[config.mk]
export PLATFORM = sky130hd
export DESIGN_NAME = traffic_light_ctrl_multi
export DESIGN_NICKNAME = d
export VERILOG_FILES = /design/src/rtl/tlc_pkg.sv /design/src/rtl/tlc_rr_arbiter.sv /design/src/rtl/traffic_light_ctrl_multi.sv
export SDC_FILE = /design/constraint.sdc
export NUM_CORES = 1
export LEC_CHECK = 0
export BUFFER_PORTS_ARGS = -buffer_cell sky130_fd_sc_hd__buf_2
export CAP_MARGIN = 15
export CORE_UTILIZATION = 53
export DETAILED_ROUTE_END_ITERATION = 16
export GPL_TIMING_DRIVEN = 0
export PLACE_DENSITY = 0.72
export SLEW_MARGIN = 40
export SYNTH_ARGS = -nofsm -noshare
export SYNTH_HDL_FRONTEND = slang
export SYNTH_SLANG_ARGS = --single-unit
[constraint.sdc]
create_clock -name clk -period 2.54 [get_ports clk]
set_input_delay 0.508 -clock clk [delete_from_list [all_inputs] [get_ports clk]]
set_output_delay 0.508 -clock clk [all_outputs]
set_load 0.005 [all_outputs]
[src/rtl/tlc_pkg.sv]
// Shared state type, light encodings and duration helper for traffic_light_ctrl_multi.
// The EMERG state is only present when TLC_EMERGENCY_EN is defined.
package tlc_pkg;

    typedef enum logic [2:0] {
        StHwG,
        StHwY,
        StAr1,
        StSdG,
        StSdY,
`ifdef TLC_EMERGENCY_EN
        StAr2,
        StEmerg
`else
        StAr2
`endif
    } tlc_state_e;

    localparam logic [2:0] LIGHT_GREEN  = 3'b100;
    localparam logic [2:0] LIGHT_YELLOW = 3'b010;
    localparam logic [2:0] LIGHT_RED    = 3'b001;

    function automatic int unsigned max_dur(input int unsigned a, input int unsigned b,
                                            input int unsigned c, input int unsigned d);
        int unsigned m;
        m = a;
        if (b > m) m = b;
        if (c > m) m = c;
        if (d > m) m = d;
        return m;
    endfunction

endpackage

[src/rtl/tlc_rr_arbiter.sv]
// Combinational round-robin selector: first requesting road at or after ptr, wrapping.
// With no request the grant falls back to ptr itself.
module tlc_rr_arbiter #(
    parameter int unsigned NUM_SIDE = 2,
    parameter int unsigned PTR_W    = (NUM_SIDE > 1) ? $clog2(NUM_SIDE) : 1
) (
    input  logic [NUM_SIDE-1:0] req,
    input  logic [PTR_W-1:0]    ptr,
    output logic [PTR_W-1:0]    grant,
    output logic                any_req
);

    logic found_hi;

    always_comb begin
        grant    = ptr;
        found_hi = 1'b0;
        any_req  = |req;
        // Descending scans so the lowest qualifying index is the one left standing.
        for (int i = NUM_SIDE - 1; i >= 0; i--) begin
            if (req[i] && (PTR_W'(i) >= ptr)) begin
                grant    = PTR_W'(i);
                found_hi = 1'b1;
            end
        end
        if (!found_hi) begin
            for (int i = NUM_SIDE - 1; i >= 0; i--) begin
                if (req[i]) grant = PTR_W'(i);
            end
        end
    end

endmodule

[src/rtl/traffic_light_ctrl_multi.sv]
// Highway / multi-local-road intersection controller with round-robin side service.
// Optional TLC_EMERGENCY_EN adds the emergency input and an all-red EMERG hold.
module traffic_light_ctrl_multi
    import tlc_pkg::*;
#(
    parameter int unsigned NUM_SIDE     = 2,
    parameter int unsigned HW_GREEN_MIN = 70,
    parameter int unsigned SIDE_GREEN   = 70,
    parameter int unsigned YELLOW       = 25,
    parameter int unsigned ALL_RED      = 1
) (
    input  logic                  clk,
    input  logic                  rst,
    input  logic [NUM_SIDE-1:0]   side_has_car,
`ifdef TLC_EMERGENCY_EN
    input  logic                  emergency,
`endif
    output logic [2:0]            hw_light,
    output logic [3*NUM_SIDE-1:0] side_light
);

    localparam int unsigned MaxDur = max_dur(HW_GREEN_MIN, SIDE_GREEN, YELLOW, ALL_RED);
    localparam int unsigned CntW   = (MaxDur > 1) ? $clog2(MaxDur) : 1;
    localparam int unsigned PtrW   = (NUM_SIDE > 1) ? $clog2(NUM_SIDE) : 1;

    localparam logic [CntW-1:0] CntMax    = CntW'(MaxDur - 1);
    localparam logic [CntW-1:0] HwMinLast = CntW'(HW_GREEN_MIN - 1);
    localparam logic [CntW-1:0] SdGLast   = CntW'(SIDE_GREEN - 1);
    localparam logic [CntW-1:0] YelLast   = CntW'(YELLOW - 1);
    localparam logic [CntW-1:0] ArLast    = CntW'(ALL_RED - 1);
    localparam logic [PtrW-1:0] PtrLast   = PtrW'(NUM_SIDE - 1);

    tlc_state_e      state_q, state_d;
    logic [CntW-1:0] cnt_q, cnt_d;
    logic [PtrW-1:0] ptr_q, ptr_d;
    logic [PtrW-1:0] grant_q, grant_d;
    logic [PtrW-1:0] arb_grant, next_ptr;
    logic            arb_any;
    logic            emerg_req;

`ifdef TLC_EMERGENCY_EN
    assign emerg_req = emergency;
`else
    assign emerg_req = 1'b0;
`endif

    tlc_rr_arbiter #(
        .NUM_SIDE (NUM_SIDE),
        .PTR_W    (PtrW)
    ) u_arb (
        .req     (side_has_car),
        .ptr     (ptr_q),
        .grant   (arb_grant),
        .any_req (arb_any)
    );

    assign next_ptr = (arb_grant == PtrLast) ? '0 : arb_grant + PtrW'(1);

    always_comb begin
        state_d = state_q;
        grant_d = grant_q;
        ptr_d   = ptr_q;
        unique case (state_q)
            StHwG: begin
                if (emerg_req || ((cnt_q >= HwMinLast) && arb_any)) state_d = StHwY;
            end
            StHwY: begin
                if (cnt_q == YelLast) begin
                    state_d = StAr1;
                    grant_d = arb_grant;
                    if (arb_any) ptr_d = next_ptr;
`ifdef TLC_EMERGENCY_EN
                    if (emergency) begin
                        state_d = StEmerg;
                        grant_d = grant_q;
                        ptr_d   = ptr_q;
                    end
`endif
                end
            end
            StAr1: begin
                if (cnt_q == ArLast) state_d = StSdG;
`ifdef TLC_EMERGENCY_EN
                if (emergency) state_d = StEmerg;
`endif
            end
            StSdG: begin
                if (emerg_req || (cnt_q == SdGLast)) state_d = StSdY;
            end
            StSdY: begin
                if (cnt_q == YelLast) state_d = StAr2;
`ifdef TLC_EMERGENCY_EN
                if ((cnt_q == YelLast) && emergency) state_d = StEmerg;
`endif
            end
            StAr2: begin
                if (cnt_q == ArLast) state_d = StHwG;
`ifdef TLC_EMERGENCY_EN
                if (emergency) state_d = StEmerg;
`endif
            end
`ifdef TLC_EMERGENCY_EN
            StEmerg: begin
                if (!emergency) state_d = StAr2;
            end
`endif
            default: state_d = StHwG;
        endcase
    end

    // Counter restarts on every state change and parks at the longest duration.
    always_comb begin
        if (state_d != state_q) begin
            cnt_d = '0;
        end else if (cnt_q == CntMax) begin
            cnt_d = cnt_q;
        end else begin
            cnt_d = cnt_q + CntW'(1);
        end
    end

    always_ff @(posedge clk) begin
        if (rst) begin
            state_q <= StHwG;
            cnt_q   <= '0;
            ptr_q   <= '0;
            grant_q <= '0;
        end else begin
            state_q <= state_d;
            cnt_q   <= cnt_d;
            ptr_q   <= ptr_d;
            grant_q <= grant_d;
        end
    end

    always_comb begin
        hw_light = LIGHT_RED;
        if (state_q == StHwG) hw_light = LIGHT_GREEN;
        if (state_q == StHwY) hw_light = LIGHT_YELLOW;
        for (int i = 0; i < NUM_SIDE; i++) begin
            side_light[3*i +: 3] = LIGHT_RED;
            if (grant_q == PtrW'(i)) begin
                if (state_q == StSdG) side_light[3*i +: 3] = LIGHT_GREEN;
                if (state_q == StSdY) side_light[3*i +: 3] = LIGHT_YELLOW;
            end
        end
    end

endmodule
==> results.py, run 1 <==
metrics = {
    "logic_synthesis": {
        "syn_nets": 98,
        "synth-seq-cells": 12,
        "synth-main-ff-cell": "dfxtp_1",
        "yosysSeqAreaShare_pct": 30.87,
        "synth_area_per_cell_um2": 8.552,
        "async_flop_share_pct": 0,
        "yosysWarnings": 0,
        "synthDistinctLibCells": 37,
        "synth_cells": 91,
        "synth_edf_count": 0,
        "post_synth_instance_area_um2": 778.2,
    },
    "drt": {
        "viasPerCell": 5.975,
        "detail-route-antenna-nets": 0,
        "remaining_drc_errors": 0,
        "first_iter_violations": 12,
        "wl_mm": 1.622,
        "wl_per_cell_um": 13.30,
        "vias": 729,
        "drt_pass1_iterations": 4,
    },
    "sta": {
        "fmax_mhz": 506.0,
        "tightest_slew_ps": 458.2,
        "period_minus_slack_ps": 1976,
        "post-route-period-util_pct": 77.80,
        "finalHoldViolations": 0,
        "slew_headroom_pct": 69.34,
        "skew_ps": 4.443,
        "fin_tns_setup_ps": 0,
        "fin_ws_ps": 563.8,
        "rsz0062_at_grt": "false",
        "setup-violations-final": 0,
        "slew_viol_final": 0,
    },
    "grt": {
        "grt_pass1_vias": 555,
        "grt_max_degree": 11,
        "gr-total-overflow": 0,
        "antenna_found_initial": 0,
        "track_usage_pct": 22.51,
        "grt_pass1_wl_mm": 2.380,
    },
    "floorplan": {
        "floorplan.initialDensity_pct": 58.35,
        "io_pins": 13,
        "dieArea_um2": 1626,
        "die_h_um": 40.32,
        "row_count": 13,
        "core_area_um2": 1334,
        "die_x_um": 40.32,
    },
    "clocking": {
        "cts_tree": "done",
        "cts.clk_slew.worst_paths_ps": 80,
        "cts_buffers": 3,
        "post_cts_buffers": 0,
        "root_buffer": "clkbuf_4",
        "cts_sinks": 12,
        "clockBufferDepth": 2,
        "htree_levels": 1,
        "holdBufCountCts": 0,
        "cts-resized-gates": 0,
        "clock_latency_ps": 280,
    },
    "setup_path": {
        "critPathKind": "reg -> reg",
        "r2r_end": "cnt_q[0]",
        "crit-reg2reg-launch": "cnt_q[0]",
        "crit_required_ps": 2710,
        "r2r_setup_slack_ps": 560,
        "critPathArrivalTime_ps": 2140,
        "worstSetupEndpointType": "flop",
        "cp_max_fo": 7,
        "max_stage_delay_ps": 410,
        "startpoint_type": "flop",
        "crit_slowest_cell": "or3b_4",
        "path_cells": "inv_1 -> ha_1 -> or3b_4 -> o21a_1 -> o22a_2 -> o221ai_4 -> nor2_1",
        "r2r_cells": 7,
    },
    "hold_path": {
        "hold_end": "ptr_q",
        "hp-class": "in -> reg",
        "hold_depth": 2,
        "hold_start": "side_has_car[1]",
    },
    "layout": {
        "layout_common_cells": "17 x nor2_1, 13 x buf_2, 12 x dfxtp_1, 6 x nand3_1, 5 x xor2_1",
        "drive_gt1_share_pct": 26.17,
        "area_growth_pct": 14.79,
        "diodes": 0,
        "layout_commonest_cell": "nor2_1",
        "fin_nets": 115,
    },
    "place": {
        "place_ws_ps": 584.2,
        "place_congestion": 0.8918,
        "portBuffers": 12,
        "hpwl_mm": 1.232,
    },
    "pwr": {
        "power_density_nw_per_um2": 452.1,
        "p_clk_share_pct": 39.3,
        "seq_power_share_pct": 48.9,
        "switching_share_pct": 25.58,
        "p_int_w": 0.0003006,
        "leakage_nw": 0.3585,
        "pwr-share-comb_pct": 11.8,
        "ir_drop_v": 0.0002549,
        "p_switching_w": 0.0001033,
    },
    "flow_run": {
        "drv_cap": 0,
    },
    "outcome": {
        "outcome": "completed",
    },
}
==> logic make-up after synthesis <==
kind of cell             share of synthesized area (%)
AO/OA/AOI/OAI                                    21.71
multiplexers                                     2.572
XOR/XNOR                                         6.752
AND/OR/NAND/NOR                                  27.98
buffers and inverters                            5.304
flip-flops                                       30.87
adder cells (fa/ha/maj)                          4.824
==> power groups by stage <==
| stage | logic (W) | clock network [W] | registers, W |
|---|---|---|---|
| floorplan | 0.0000357 | 0 | 0.000201 |
| global placement | 0.0000448 | 0 | 0.000202 |
| detailed placement | 0.0000477 | 0 | 0.000202 |
| CTS | 0.0000478 | 0.000163 | 0.000197 |
| global route | 0.0000519 | 0.000166 | 0.000198 |
| finish | 0.0000478 | 0.000159 | 0.000197 |
==> worst max path at each step <==
stage,from,end,slack [ps],depth (start not counted)
global route,state_q[2],side_light[0],330,4
finish,cnt_q[0],cnt_q[0],560,7
global placement,cnt_q[0],cnt_q[3],620,7
floorplan,cnt_q[0],cnt_q[3],740,7
detailed placement,cnt_q[0],cnt_q[5],580,7
CTS,state_q[2],side_light[0],550,4
==> layout make-up <==
type / count / area [µm²]
clock buffer: 4 / 36.28
sequential: 12 / 240.2
fill: 122 / 440.4
multi-input combinational: 71 / 496.7
inverter: 4 / 15.01
timing repair buffer: 12 / 60.06
tap: 15 / 18.77
buffer: 4 / 26.28
==> per-layer routing <==
layer  routed length, µm  up-vias  global-route usage (%)
li1                    -      366                       -
met1                 808      338                   31.10
met2                 711       20                   32.54
met3                  65        5                   5.000
met4                  36        0                   10.83
met5                   0        -                       0
==> flip-flops by register name (all words and copies together), names as in the netlist <==
signal	flops
cnt_q	7
state_q	3
grant_q	1
ptr_q	1
==> through the flow <==
stage,instance area [µm²],hold slack [ps],util [%],std cells,total power (W)
2_1_floorplan,778.2,465.9,-,91,0.0002364
3_3_place_gp,857.1,494.8,64.26,118,0.0002464
3_5_place_dp,857.1,505.4,64.26,118,0.0002497
4_1_cts,893.4,460.9,66.98,122,0.0004085
5_1_grt,893.4,476.4,66.98,122,0.0004159
6_report,893.4,464.4,66.98,122,0.0004039
==> synthesized netlist by cell type (2+ instances only) <==
cell type  number  share of area, %
ha_1            3               4.8
dfxtp_1        12                31
o21ai_0         3               1.9
a211oi_1        2               1.9
or3_1           2               1.6
clkbuf_2        2               1.3
nand2_1         2              0.96
a21oi_1         4               2.6
inv_1           4               1.9
xor2_1          5               5.6
and3_1          2               1.6
mux2i_1         2               2.6
nor2_1         17               8.2
a311oi_1        3               3.4
nand3_1         6               3.9
==> worst max-delay path, delay by kind of cell (launching register included) <==
| family | cells | cell delay, ps |
|---|---|---|
| flops | 1 | 370 |
| compound gates | 3 | 730 |
| simple gates | 2 | 500 |
| fa+ha+maj | 1 | 150 |
| buf+inv | 1 | 120 |
Note: power is estimated with default switching activity, not from simulation.
==> inputs of run 2 (changes only) <==
CORE_UTILIZATION = 48   (was 53)
PLACE_DENSITY = 0.68   (was 0.72)
clock period = 1.6 ns   (was 2.54 ns; I/O delays follow)
==> run 2 against run 1 <==
- largest power group unchanged
- cell area grew 15%
- register-to-register slack lost 820 ps
- worst hold slack worse by 190 ps
- via count up 4.0%
- sequential power up 57%
- global-route usage down 1.9 points
- the run now ends with setup timing left
- non-clock buffer count increased by 9
- power increased by 49%
- combinational power increased by 130%
- die area is 9.9% higher
- highest routed layer unchanged
- cell count increased by 7.4%
- wire length is 5.6% higher
==> results.py, run 2 (synthesized netlist as in run 1, its figures left out) <==
metrics = {
    "outcome": {
        "outcome": "finished with violations",
        "violations": "setup timing",
    },
    "setup_path": {
        "crit_required_ps": 1750,
        "startpoint_type": "flop",
        "cp_max_fo": 7,
        "critPathArrivalTime_ps": 2000,
        "critPathKind": "reg -> reg",
        "worstSetupEndpointType": "flop",
    },
    "clocking": {
        "clock_latency_ps": 270,
        "cts_buffers": 3,
        "cts.clk_slew.worst_paths_ps": 70,
        "cts_sinks": 12,
        "root_buffer": "clkbuf_4",
        "htree_levels": 1,
        "cts_tree": "done",
        "clockBufferDepth": 2,
        "holdBufCountCts": 0,
    },
    "place": {
        "place_ws_ps": -277.7,
        "portBuffers": 12,
        "hpwl_mm": 1.172,
        "placed_area_um2": 860.8,
        "place_congestion": 0.8037,
        "post-place-cells": 119,
    },
    "layout": {
        "drive_gt1_share_pct": 46.96,
        "largest_register_ffs": 7,
        "layout_commonest_cell": "nor2_1",
        "final_cells": 131,
        "diodes": 0,
        "layout_common_cells": "13 x nor2_1, 12 x buf_2, 11 x buf_4, 8 x dfxtp_1, 6 x nand3_1",
        "top_register": "cnt_q",
        "design_area_um2": 1026,
        "top_regs": "cnt_q (7), state_q (3)",
        "area_growth_pct": 31.83,
        "fin_nets": 124,
    },
    "sta": {
        "holdWs_ps": 278.6,
        "rsz0062_at_grt": "true",
        "fmax_mhz": 540.1,
        "period_minus_slack_ps": 1852,
        "finalHoldViolations": 0,
        "slew_viol_final": 0,
        "post-route-period-util_pct": 115.7,
        "fin_ws_ps": -251.6,
        "skew_ps": 0.7991,
        "setup-violations-final": 11,
        "tightest_slew_ps": 372.4,
        "slew_headroom_pct": 75.03,
    },
    "drt": {
        "wl_mm": 1.713,
        "wl_per_cell_um": 13.08,
        "viasPerCell": 5.786,
        "first_iter_violations": 21,
        "vias": 758,
        "detail-route-antenna-nets": 0,
        "remaining_drc_errors": 0,
        "drt_pass1_iterations": 4,
    },
    "floorplan": {
        "core_area_um2": 1506,
        "io_pins": 13,
        "die_x_um": 42.27,
        "die_h_um": 42.27,
        "floorplan.initialDensity_pct": 51.66,
        "row_count": 14,
        "dieArea_um2": 1786,
    },
    "pwr": {
        "leakage_nw": 0.4037,
        "pwr-share-comb_pct": 18.5,
        "power_density_nw_per_um2": 585.7,
        "switching_share_pct": 25.61,
        "seq_power_share_pct": 51.6,
        "p_switching_w": 0.0001539,
        "finalPower_w": 0.0006010,
        "p_clk_share_pct": 29.9,
        "p_int_w": 0.0004471,
        "ir_drop_v": 0.0006018,
    },
    "grt": {
        "grt_pass1_wl_mm": 2.829,
        "antenna_found_initial": 0,
        "grt_max_degree": 11,
        "track_usage_pct": 20.61,
        "gr-total-overflow": 0,
        "grt_pass1_vias": 693,
    },
    "hold_path": {
        "hp-class": "in -> reg",
    },
    "flow_run": {
        "drv_cap": 0,
    },
}
## run 2: through the flow
| step | util, % | TNS [ps] |
|---|---|---|
| after floorplan | - | -923.3 |
| after global placement | 57.14 | -2331 |
| after detailed placement | 57.14 | -2287 |
| after CTS | 65.20 | -2242 |
| after global routing | 68.11 | -3298 |
| final | 68.11 | -2374 |
## run 2: worst paths after layout
| check | start | end | slack [ps] | cells past startpoint |
|---|---|---|---|---|
| setup reg to reg | cnt_q[0] | cnt_q[0] | -250 | 7 |
| setup / recovery | cnt_q[0] | cnt_q[0] | -250 | 7 |
| hold / removal | rst | state_q[1] | 280 | 2 |
| hold reg to reg | ptr_q | grant_q | 530 | 2 |
## run 2: what timing repair did
item	4_1_cts	5_1_grt
endpoints found under the setup margin	19	18
resized for setup	13	12
pin swaps	5	8
buffers inserted	8	2
## run 2: layout make-up
| cell class | instances | area, µm² |
|---|---|---|
| Fill cell | 127 | 480.5 |
| Sequential cell | 12 | 252.7 |
| Multi-Input combinational cell | 71 | 551.8 |
| Inverter | 4 | 20.02 |
| Clock buffer | 3 | 22.52 |
| Buffer | 3 | 23.77 |
| Tap cell | 16 | 20.02 |
| Timing Repair Buffer | 22 | 135.1 |
## run 2: worst max-delay path, stage by stage (launching register included)
cell	delay, ps
dfxtp_4	350
inv_4	60
ha_4	120
or3b_4	400
o21a_1	190
o22a_2	210
o221ai_4	320
nor2_1	80
## run 2: layer usage
metal  up-vias  GRT usage, %  routed length [µm]
li1        384             -                   -
met1       352         22.46                 751
met2        20         38.77                 885
met3         2         3.879                  62
met4         0         7.500                  13
met5         -             0                   0
## run 2: power by group through the flow
stage | clock network, W | logic [W] | registers [W]
after floorplan | 0 | 0.0000577 | 0.000320
after global placement | 0 | 0.0000732 | 0.000322
after detailed placement | 0 | 0.0000734 | 0.000322
after CTS | 0.000188 | 0.0000946 | 0.000308
after global routing | 0.000205 | 0.000126 | 0.000310
final | 0.000180 | 0.000111 | 0.000310
==> inputs of run 3 (changes only) <==
CORE_UTILIZATION = 40   (was 48)
PLACE_DENSITY = 0.58   (was 0.68)
SETUP_SLACK_MARGIN = 0.15   (was default)
==> run 3 against run 2 <==
- the run still ends with setup timing left
- setup slack gained 17 ps
- die area grew 19%
- register-to-register slack better by 20 ps
- worst hold slack better by 2.1 ps
- cell count is 11% higher
- sequential share of layout area decreased by 2.4 points
- maximum frequency is 0.94% higher
- non-clock buffer count is 4 higher
- via count grew 2.9%
- clock power grew 40%
- largest cell class unchanged
==> results.py, run 3 (synthesized netlist as in run 1, its figures left out) <==
metrics = {
    "clocking": {
        "clockBufferDepth": 2,
        "cts_sinks": 12,
        "cts.clk_slew.worst_paths_ps": 80,
        "cts_tree": "done",
        "root_buffer": "clkbuf_4",
        "cts_buffers": 3,
        "holdBufCountCts": 0,
        "htree_levels": 1,
        "clock_latency_ps": 280,
    },
    "layout": {
        "top_regs": "cnt_q (7), state_q (3)",
        "layout_common_cells": "12 x buf_4, 11 x nor2_1, 10 x buf_2, 7 x dfxtp_1, 6 x nand3_1",
        "layout_commonest_cell": "buf_4",
        "fin_nets": 128,
        "drive_gt1_share_pct": 53.33,
        "regArea_um2": 256.5,
        "diodes": 0,
        "top_register": "cnt_q",
        "final_cells": 145,
        "fill_cells": 145,
        "multiInputGateArea_um2": 579.3,
        "largest_register_ffs": 7,
        "area_growth_pct": 48.07,
        "design_area_um2": 1152,
    },
    "setup_path": {
        "r2r_setup_slack_ps": -230,
        "crit_slowest_cell": "or3b_4",
        "cp-startpoint": "cnt_q[0]",
        "max_stage_delay_ps": 410,
        "crit_required_ps": 1760,
        "critPathArrivalTime_ps": 1990,
        "cp_max_fo": 7,
        "endpoint": "cnt_q[1]",
        "r2r_end": "cnt_q[1]",
        "startpoint_type": "flop",
        "r2r_cells": 7,
        "path_cells": "inv_4 -> ha_4 -> or3b_4 -> o21a_1 -> o22a_2 -> o221ai_4 -> nor2_1",
        "crit-reg2reg-launch": "cnt_q[0]",
        "critPathKind": "reg -> reg",
        "worstSetupEndpointType": "flop",
    },
    "pwr": {
        "seq_power_share_pct": 46.8,
        "pwr-share-comb_pct": 14.9,
        "p_int_w": 0.0004853,
        "leakage_nw": 0.4434,
        "ir_drop_v": 0.0005327,
        "power_density_nw_per_um2": 571.4,
        "p_switching_w": 0.0001731,
        "p_clk_share_pct": 38.2,
        "finalPower_w": 0.0006584,
        "switching_share_pct": 26.30,
    },
    "sta": {
        "skew_ps": 5.037,
        "period_minus_slack_ps": 1834,
        "fmax_mhz": 545.2,
        "finalHoldViolations": 0,
        "fin_ws_ps": -234.3,
        "tightest_slew_ps": 324.5,
        "setup-violations-final": 13,
        "post-route-period-util_pct": 114.6,
        "rsz0062_at_grt": "true",
        "slew_headroom_pct": 78.21,
        "slew_viol_final": 0,
        "fin_tns_setup_ps": -2031,
    },
    "place": {
        "placed_area_um2": 872.1,
        "hpwl_mm": 1.191,
        "post-place-cells": 128,
        "place_ws_ps": -272.1,
        "place_congestion": 0.7920,
        "portBuffers": 12,
    },
    "floorplan": {
        "die_h_um": 46.11,
        "floorplan.initialDensity_pct": 43.65,
        "core_area_um2": 1783,
        "io_pins": 13,
        "dieArea_um2": 2126,
        "die_x_um": 46.11,
        "row_count": 15,
    },
    "hold_path": {
        "hp-class": "in -> reg",
    },
    "drt": {
        "remaining_drc_errors": 0,
        "vias": 780,
        "wl_per_cell_um": 13.78,
        "viasPerCell": 5.379,
        "first_iter_violations": 17,
        "wl_mm": 1.998,
        "drt_pass1_iterations": 4,
        "detail-route-antenna-nets": 0,
    },
    "grt": {
        "grt_max_degree": 11,
        "gr-total-overflow": 0,
        "grt_pass1_wl_mm": 2.939,
        "grt_pass1_vias": 638,
        "track_usage_pct": 20.03,
        "antenna_found_initial": 0,
    },
    "outcome": {
        "outcome": "finished with violations",
        "violations": "setup timing",
    },
    "flow_run": {
        "drv_cap": 0,
    },
}
## run 3: changes by cell type in the layout (fill, tap and decap cells not counted), sizes merged
cell and delta:
buf +5
## run 3: worst min path at each step
stage | slack (ps) | from | endpoint | depth (start not counted)
CTS | 260 | rst | state_q[1] | 2
floorplan | 390 | rst | state_q[2] | 1
global route | 290 | rst | state_q[1] | 2
detailed placement | 490 | ptr_q | ptr_q | 1
finish | 280 | rst | state_q[1] | 2
global placement | 490 | ptr_q | ptr_q | 1
## run 3: layout make-up
class                      count  area share (%)
buffer                         4           4.017
timing repair buffer          25           15.64
multi-input combinational     71           50.27
tap                           25           2.714
inverter                       4           1.954
sequential                    12           22.26
clock buffer                   4           3.149
## run 3: per-stage QoR
step / hold slack, ps / utilization, %
floorplan: 389.1 / -
global placement: 489.3 / 48.91
detailed placement: 495.0 / 48.91
CTS: 261.8 / 58.46
global route: 285.1 / 64.63
finish: 280.6 / 64.63
## run 3: layer usage
layer  wire (µm)  GRT usage [%]
met2         953          28.45
met4          26          9.412
met3          85          4.314
met1         932          28.47
met5           0              0
## run 3: critical path: cells and delay by family, from the launching register on
family | cells | cell delay [ps]
and+or+nand+nor | 2 | 500
buffers and inverters | 1 | 60
AOI/OAI and AO/OA | 3 | 690
adders and majority gates | 1 | 110
DFF | 1 | 360
## run 3: power groups by stage
stage               Combinational [W]  Sequential, W  Clock [W]
floorplan                   0.0000576       0.000320          0
finish                      0.0000984       0.000308   0.000252
global placement            0.0000733       0.000323          0
CTS                         0.0000909       0.000308   0.000258
detailed placement          0.0000741       0.000323          0
global route                 0.000110       0.000309   0.000267
## run 3: what timing repair did
action | in CTS | in global routing
setup endpoints to repair | 21 | 21
hold endpoints to repair | 0 | 0
pin swaps | 9 | 8
gates resized for setup | 22 | 20
setup buffers | 7 | 6
